==> src/rtl/alarm_pkg.sv <==
`default_nettype none
// ============================================================================
//  Module      : alarm_pkg
//  Description : Shared constants and types for the alarm/compare scheduler:
//                register addresses, ctrl bit positions, channel state type
//                and the wrap-safe timestamp expiry helper.
//  Revision    : 1.0 - initial release
// ============================================================================
package alarm_pkg;

  localparam int TS_W = 48;

  // Per-channel register offsets (addr[1:0] when addr[4]=0)
  localparam logic [1:0] REG_CMP_LO = 2'b00;
  localparam logic [1:0] REG_CMP_HI = 2'b01;
  localparam logic [1:0] REG_PERIOD = 2'b10;
  localparam logic [1:0] REG_CTRL   = 2'b11;

  // Global register addresses
  localparam logic [4:0] REG_STATUS  = 5'b10000;
  localparam logic [4:0] REG_NOW_LO  = 5'b10001;
  localparam logic [4:0] REG_SNAP_HI = 5'b10010;

  // ctrl bit positions
  localparam int CTRL_EN  = 0;
  localparam int CTRL_PER = 1;
  localparam int CTRL_IEN = 2;

  typedef enum logic {
    IDLE  = 1'b0,
    ARMED = 1'b1
  } ch_state_t;

  // now is at or past cmp when the modular difference lies in the lower half-range
  function automatic logic ts_expired(input logic [TS_W-1:0] now_v,
                                      input logic [TS_W-1:0] cmp_v);
    logic [TS_W-1:0] diff;
    diff = now_v - cmp_v;
    return ~diff[TS_W-1];
  endfunction

endpackage
`default_nettype wire

==> src/rtl/alarm_channel.sv <==
`default_nettype none
// ============================================================================
//  Module      : alarm_channel
//  Description : One compare channel: holds cmp/period/ctrl, runs the
//                IDLE/ARMED state machine and flags expiry as fire_o.
//  Revision    : 1.0 - initial release
// ============================================================================
module alarm_channel
  import alarm_pkg::*;
(
  input  logic            clk_i,
  input  logic            rst_ni,
  input  logic            wr_en_i,
  input  logic [1:0]      sel_i,
  input  logic [31:0]     wr_data_i,
  input  logic [TS_W-1:0] now_i,
  output logic [31:0]     rd_data_o,
  output logic            fire_o,
  output logic            irq_en_o
);

  ch_state_t       state_q;
  logic [TS_W-1:0] cmp_q;
  logic [31:0]     period_q;
  logic [2:0]      ctrl_q;
  logic [TS_W-1:0] cmp_d;

  // A register write to this channel takes priority over its fire evaluation
  assign fire_o   = (state_q == ARMED) && ts_expired(now_i, cmp_q) && !wr_en_i;
  assign irq_en_o = ctrl_q[CTRL_IEN];
  assign cmp_d    = cmp_q + {{(TS_W-32){1'b0}}, period_q};

  // Read-back mux for the four channel registers
  always_comb begin
    rd_data_o = '0;
    case (sel_i)
      REG_CMP_LO: rd_data_o = cmp_q[31:0];
      REG_CMP_HI: rd_data_o = {16'b0, cmp_q[TS_W-1:32]};
      REG_PERIOD: rd_data_o = period_q;
      REG_CTRL:   rd_data_o = {29'b0, ctrl_q};
      default:    rd_data_o = '0;
    endcase
  end

  // Register writes, channel state machine and periodic reload / one-shot disarm
  always_ff @(posedge clk_i or negedge rst_ni) begin
    if (!rst_ni) begin
      state_q  <= IDLE;
      cmp_q    <= '0;
      period_q <= '0;
      ctrl_q   <= '0;
    end else if (wr_en_i) begin
      case (sel_i)
        REG_CMP_LO: cmp_q[31:0]      <= wr_data_i;
        REG_CMP_HI: cmp_q[TS_W-1:32] <= wr_data_i[15:0];
        REG_PERIOD: period_q         <= wr_data_i;
        REG_CTRL: begin
          ctrl_q  <= wr_data_i[2:0];
          state_q <= wr_data_i[CTRL_EN] ? ARMED : IDLE;
        end
        default: ;
      endcase
    end else if (fire_o) begin
      if (ctrl_q[CTRL_PER]) begin
        cmp_q <= cmp_d;
      end else begin
        ctrl_q[CTRL_EN] <= 1'b0;
        state_q         <= IDLE;
      end
    end
  end

endmodule
`default_nettype wire

==> src/rtl/alarm_scheduler.sv <==
`default_nettype none
// ============================================================================
//  Module      : alarm_scheduler
//  Description : Multi-channel alarm scheduler on the slot bus. Decodes
//                register accesses, latches per-channel pending flags (W1C),
//                keeps the timebase snapshot and drives the level interrupt.
//  Revision    : 1.0 - initial release
// ============================================================================
module alarm_scheduler
  import alarm_pkg::*;
#(
  parameter int N_CH = 4
) (
  input  logic            clk,
  input  logic            reset,
  input  logic            cs,
  input  logic            read,
  input  logic            write,
  input  logic [4:0]      addr,
  input  logic [31:0]     wr_data,
  output logic [31:0]     rd_data,
  input  logic [TS_W-1:0] now,
  output logic            irq
);

  logic [N_CH-1:0] pending_q;
  logic [N_CH-1:0] pending_d;
  logic [N_CH-1:0] fire;
  logic [N_CH-1:0] irq_en;
  logic [N_CH-1:0] ch_wr;
  logic [N_CH-1:0] clr;
  logic [15:0]     snap_q;
  logic [31:0]     ch_rd [4];
  logic            wr_strobe;
  logic            chan_wr;

  assign wr_strobe = write && cs;
  assign chan_wr   = wr_strobe && !addr[4];

  // Channel slots beyond N_CH read as zero and have no write enable
  generate
    for (genvar g = 0; g < 4; g++) begin : g_ch
      if (g < N_CH) begin : g_inst
        localparam logic [1:0] C_IDX = 2'(g);
        assign ch_wr[g] = chan_wr && (addr[3:2] == C_IDX);
        alarm_channel u_ch (
          .clk_i     (clk),
          .rst_ni    (reset),
          .wr_en_i   (ch_wr[g]),
          .sel_i     (addr[1:0]),
          .wr_data_i (wr_data),
          .now_i     (now),
          .rd_data_o (ch_rd[g]),
          .fire_o    (fire[g]),
          .irq_en_o  (irq_en[g])
        );
      end else begin : g_absent
        assign ch_rd[g] = '0;
      end
    end
  endgenerate

  // New fires override a same-cycle write-1-to-clear
  assign clr       = (wr_strobe && (addr == REG_STATUS)) ? wr_data[N_CH-1:0] : '0;
  assign pending_d = (pending_q & ~clr) | fire;

  // Pending flags and the upper-half snapshot taken on each now_lo read
  always_ff @(posedge clk or negedge reset) begin
    if (!reset) begin
      pending_q <= '0;
      snap_q    <= '0;
    end else begin
      pending_q <= pending_d;
      if (read && cs && (addr == REG_NOW_LO)) begin
        snap_q <= now[TS_W-1:32];
      end
    end
  end

  // Combinational read-data mux over channel and global registers
  always_comb begin
    rd_data = '0;
    if (!addr[4]) begin
      rd_data = ch_rd[addr[3:2]];
    end else begin
      case (addr)
        REG_STATUS:  rd_data[N_CH-1:0] = pending_q;
        REG_NOW_LO:  rd_data = now[31:0];
        REG_SNAP_HI: rd_data = {16'b0, snap_q};
        default:     rd_data = '0;
      endcase
    end
  end

  // Interrupt formed from registered state only
  assign irq = |(pending_q & irq_en);

endmodule
`default_nettype wire

==> config.mk <==
export PLATFORM = sky130hd
export DESIGN_NAME = alarm_scheduler
export DESIGN_NICKNAME = d
export VERILOG_FILES = /design/src/rtl/alarm_pkg.sv /design/src/rtl/alarm_channel.sv /design/src/rtl/alarm_scheduler.sv
export SDC_FILE = /design/constraint.sdc
export NUM_CORES = 2
export LEC_CHECK = 0
export CORE_UTILIZATION = 45
export DETAILED_ROUTE_END_ITERATION = 10
export SETUP_SLACK_MARGIN = 0.02
export SKIP_CTS_REPAIR_TIMING = 1
export SLEW_MARGIN = 40
export SYNTH_ARGS = -nofsm -noshare
export SYNTH_HDL_FRONTEND = slang
export SYNTH_HIERARCHICAL = 1
export SYNTH_SLANG_ARGS = --single-unit
==> constraint.sdc <==
create_clock -name clk -period 3.8 [get_ports clk]
set_input_delay 0.57 -clock clk [delete_from_list [all_inputs] [get_ports clk]]
set_output_delay 0.57 -clock clk [all_outputs]
set_load 0.005 [all_outputs]
==> summary by stage <==
Detailed routing
The final layout contains routed wiring with a total length of 132.9 mm. The overall via count from detail_route is 31750. After detailed routing, the average wire length per cell comes to 27.08 um. The number of remaining DRC errors is 0.

The violation count after the first detailed-routing iteration is 3751. The number of nets still failing antenna checks after routing is 0. The post-detailed-route via-to-cell ratio is 6.471. The first detailed-routing pass took 8 iterations.

Synthesis
The combined area of all synthesized cells is 0.03244 mm^2. Of all flip-flops after synthesis, the portion carrying an async set or reset was 1.000. The number of enable-type register cells in the synthesized netlist is 0. The Yosys step of the flow raised 6 warnings. The number of standard cells after synthesis is 3623. In this run, synthesis produced a sequential element count of 352.

A synthesized cell averages 8.953 um^2. The dominant register cell in the synthesized netlist is sky130_fd_sc_hd__dfrtp_1. The distinct cell type count after synthesis is 84. For this run, the register share of the synthesized area comes to 0.2716. The total nets after synthesis is 4029.

Finish
The library cell used most frequently in the layout, excluding fill and tap cells, is sky130_fd_sc_hd__dfrtp_1. The net count of the finished layout is 4325. Leaving out fill and tap cells, the most frequent cells in the layout are sky130_fd_sc_hd__dfrtp_1, sky130_fd_sc_hd__nand2_1, sky130_fd_sc_hd__ha_1, sky130_fd_sc_hd__buf_4, sky130_fd_sc_hd__o21ai_0. Compared with the post-synthesis result, the final layout area differs by 18.51%. The number of fill cells is 6701.

The share of final-layout standard cells stronger than drive strength 1 is 0.1843. The final standard cell utilization of the core is 0.5387.

Pwr
The switching fraction of total power is 0.3629. Of the total power, the clock network draws 0.326. Across the VDD grid, the largest voltage drop is 310.5 uV. The switching power summed over all nets is 5.134 mW. The combinational group share of total power is 0.351.

The cell-internal power is 9.013 mW. Summed over all cells, the static leakage comes to 17.62 nW. The total power divided by cell area is 368.0 mW/mm^2. The share of total power dissipated in sequential elements is 0.324.

CTS
Buffers inserted during clock tree synthesis total 46. The worst-case clock buffer depth is 3. Clock-pin slew was measured on the worst setup and hold paths at 0.06 ns. The CTS root buffer is sky130_fd_sc_hd__clkbuf_16.

The worst-skew pair later-pin latency is 0.60 ns. In this run the number of H-tree levels came out at 2. TritonCTS built the clock tree. The number of clock sinks seen by CTS is 352.

GRT
The total overflow left after global routing is 0. The first global-routing pass estimated 196.9 mm of wire. In the global route stage, overall resource usage came out at 0.3568. Entering global routing, the biggest net connects 83 pins. The initial antenna violation count was 0. The via count of the first global-routing pass came to 29980.

Setup path
The critical path endpoint category is a flip-flop. The worst-path maximum fanout is 29. The critical path required time is 4.28 ns. The worst setup path is launched from an input port. The critical path starts at now[19].

Walking the worst path, the cells encountered are clkdlybuf4s50_1 > ha_1 > nand4_1 > or4_1 > o221ai_1 > a211oi_2 > and4_1 > or3_2 > buf_12 > mux2_4. The arrival time of the worst setup path is 4.22 ns. The family with the most delay on the worst path is simple AND/OR/NAND/NOR gates. The launch point of the worst reg-to-reg path is g_ch[3].g_inst.u_ch/cmp_q[13]. On the worst path, the slowest cell contributes a delay of 0.64 ns. The start-to-end type of the worst setup path is in2reg.

On the critical path, the stage with the largest delay is an instance of sky130_fd_sc_hd__clkdlybuf4s50_1. Together, buffers and inverters on the worst path number 2.

Placed design
The routability congestion estimate is 1.068. Input and output buffers added on the ports amount to 122. The placed wire-length estimate is 104.7 mm.

Timing
Counting I/O delays and the setup requirement, the final critical path takes 3.742 ns. The worst slew margin relative to its limit is 0.4042. Setup repair after global routing left no endpoint under its margin.

The achievable frequency is 267.3 MHz. The number of hold violations in the final report is 16. The final worst clock skew is 0.02073 ns. For the pin with the worst max-slew slack, the measured transition is 0.8908 ns.

The ratio of final minimum period to clock period is 0.9846. The max-slew violation total from the final report is 0. The total of endpoints with negative setup slack in the final report is 0. On the final layout, the worst hold slack is -0.04512 ns.

Floorplan
The die covers 0.07316 mm^2. The top-level port count is 123. The placement row count is 98. From bottom edge to top edge, the die measures 270.5 um. The horizontal die dimension is 270.5 um. The initial core utilization is 0.4545.

The core area is 0.07136 mm^2.

Run status
The flow ran to the end, but the final reports show violations. The checks that failed: negative hold slack.

Flow run
The total of max-cap violations is 0.

Hold path
In this run the worst hold path is classified as in2async.
per-stage QoR:
stage	setup TNS [ns]	setup WS, ns	total power [mW]	area [um^2]	instances
2_1_floorplan	0	0.5258	7.546	32440	3623
3_3_place_gp	-70.46	-0.6785	9.403	36800	4820
3_5_place_dp	-75.22	-0.7394	9.452	36780	4820
4_1_cts	-2.314	-0.1282	14.08	38360	4904
5_1_grt	0	0.03867	14.81	38440	4905
6_report	0	0.05844	14.15	38440	4906
path summary, 6_finish.rpt:
check | depth (start not counted) | slack [ns] | endpoint
max reg2reg | 9 | 0.13 | g_ch[3].g_inst.u_ch/cmp_q[45]
max | 10 | 0.06 | g_ch[2].g_inst.u_ch/cmp_q[24]
max in group asynchronous | 2 | 2.96 | g_ch[2].g_inst.u_ch/period_q[17]
min | 1 | -0.05 | g_ch[0].g_inst.u_ch/cmp_q[1]
min in group clk | 1 | 0.50 | snap_q[5]
min reg2reg | 1 | 0.50 | snap_q[5]
cells in the mapped netlist (33+ instances only):
| cell | instances | area [um^2] |
|---|---|---|
| sky130_fd_sc_hd__o41ai_1 | 33 | 289.0 |
| sky130_fd_sc_hd__a21oi_1 | 216 | 1081 |
| sky130_fd_sc_hd__ha_1 | 312 | 3904 |
| sky130_fd_sc_hd__o21ai_0 | 235 | 1176 |
| sky130_fd_sc_hd__nor3_1 | 54 | 270.3 |
| sky130_fd_sc_hd__mux2_2 | 144 | 1622 |
| sky130_fd_sc_hd__a21o_1 | 81 | 608.1 |
| sky130_fd_sc_hd__mux2_4 | 72 | 1081 |
| sky130_fd_sc_hd__nand2_1 | 343 | 1287 |
| sky130_fd_sc_hd__nor4_1 | 55 | 344.1 |
| sky130_fd_sc_hd__xor2_1 | 43 | 376.6 |
| sky130_fd_sc_hd__inv_1 | 232 | 870.8 |
| sky130_fd_sc_hd__xnor2_1 | 51 | 446.7 |
| sky130_fd_sc_hd__nor2_1 | 189 | 709.4 |
| sky130_fd_sc_hd__clkbuf_1 | 124 | 465.5 |
| sky130_fd_sc_hd__a211oi_1 | 49 | 367.9 |
| sky130_fd_sc_hd__a31oi_1 | 51 | 319.1 |
| sky130_fd_sc_hd__mux2i_1 | 148 | 1481 |
| sky130_fd_sc_hd__nand4_1 | 74 | 462.9 |
| sky130_fd_sc_hd__mux4_2 | 44 | 991.0 |
| sky130_fd_sc_hd__dfrtp_1 | 352 | 8808 |
| sky130_fd_sc_hd__nand3_1 | 84 | 420.4 |
worst register-to-register path, stage by stage, from the launching register on:
cell,delay (ns)
sky130_fd_sc_hd__dfrtp_1,0.43
sky130_fd_sc_hd__ha_1,0.43
sky130_fd_sc_hd__nand2_1,0.17
sky130_fd_sc_hd__or4_1,0.55
sky130_fd_sc_hd__a21o_1,0.20
sky130_fd_sc_hd__nand3_1,0.19
sky130_fd_sc_hd__o2111ai_2,0.44
sky130_fd_sc_hd__and3_1,0.51
sky130_fd_sc_hd__or3_1,0.39
sky130_fd_sc_hd__a221oi_1,0.26
state kept, by name, summed over array words and instances, names as in the netlist:
name and flops:
snap_q 16, g_ch.g_inst.u_ch/cmp_q 192, pending_q 4, g_ch.g_inst.u_ch/ctrl_q 12, g_ch.g_inst.u_ch/period_q 128
logic make-up after synthesis:
family                   after synthesis  synth area share
adder cells (fa/ha/maj)              316            0.1228
flip-flops                           352            0.2716
multiplexers                         419            0.1637
AO/OA/AOI/OAI                       1039            0.2161
XOR/XNOR                              94           0.02538
buffers and inverters                431           0.05392
AND/OR/NAND/NOR                      972            0.1465
area by class of cell:
type	instances	area (um^2)	area share
tap	950	1189	0.03092
timing repair buffer	447	4011	0.1043
clock buffer	68	1438	0.03740
clock inverter	16	136.4	0.003548
multi-input combinational	2840	21990	0.5719
sequential	352	8808	0.2291
antenna	1	2.502	0.00006510
inverter	232	870.8	0.02265
power by group through the flow:
stage,clock network [mW],registers (mW),logic (mW)
2_1_floorplan,0,4.46,3.09
3_3_place_gp,0,4.63,4.78
3_5_place_dp,0,4.63,4.82
4_1_cts,4.66,4.57,4.84
5_1_grt,4.81,4.62,5.39
6_report,4.61,4.58,4.96
metal layers:
layer  wire [um]  vias to the layer above  GRT usage
li1            -                    14240          -
met1       56950                    15510     0.5025
met2       56940                     1728     0.5316
met3       13000                      269    0.07154
met4        5975                        0     0.1450
met5           0                        -          0
Power figures use the tool's default switching activity.
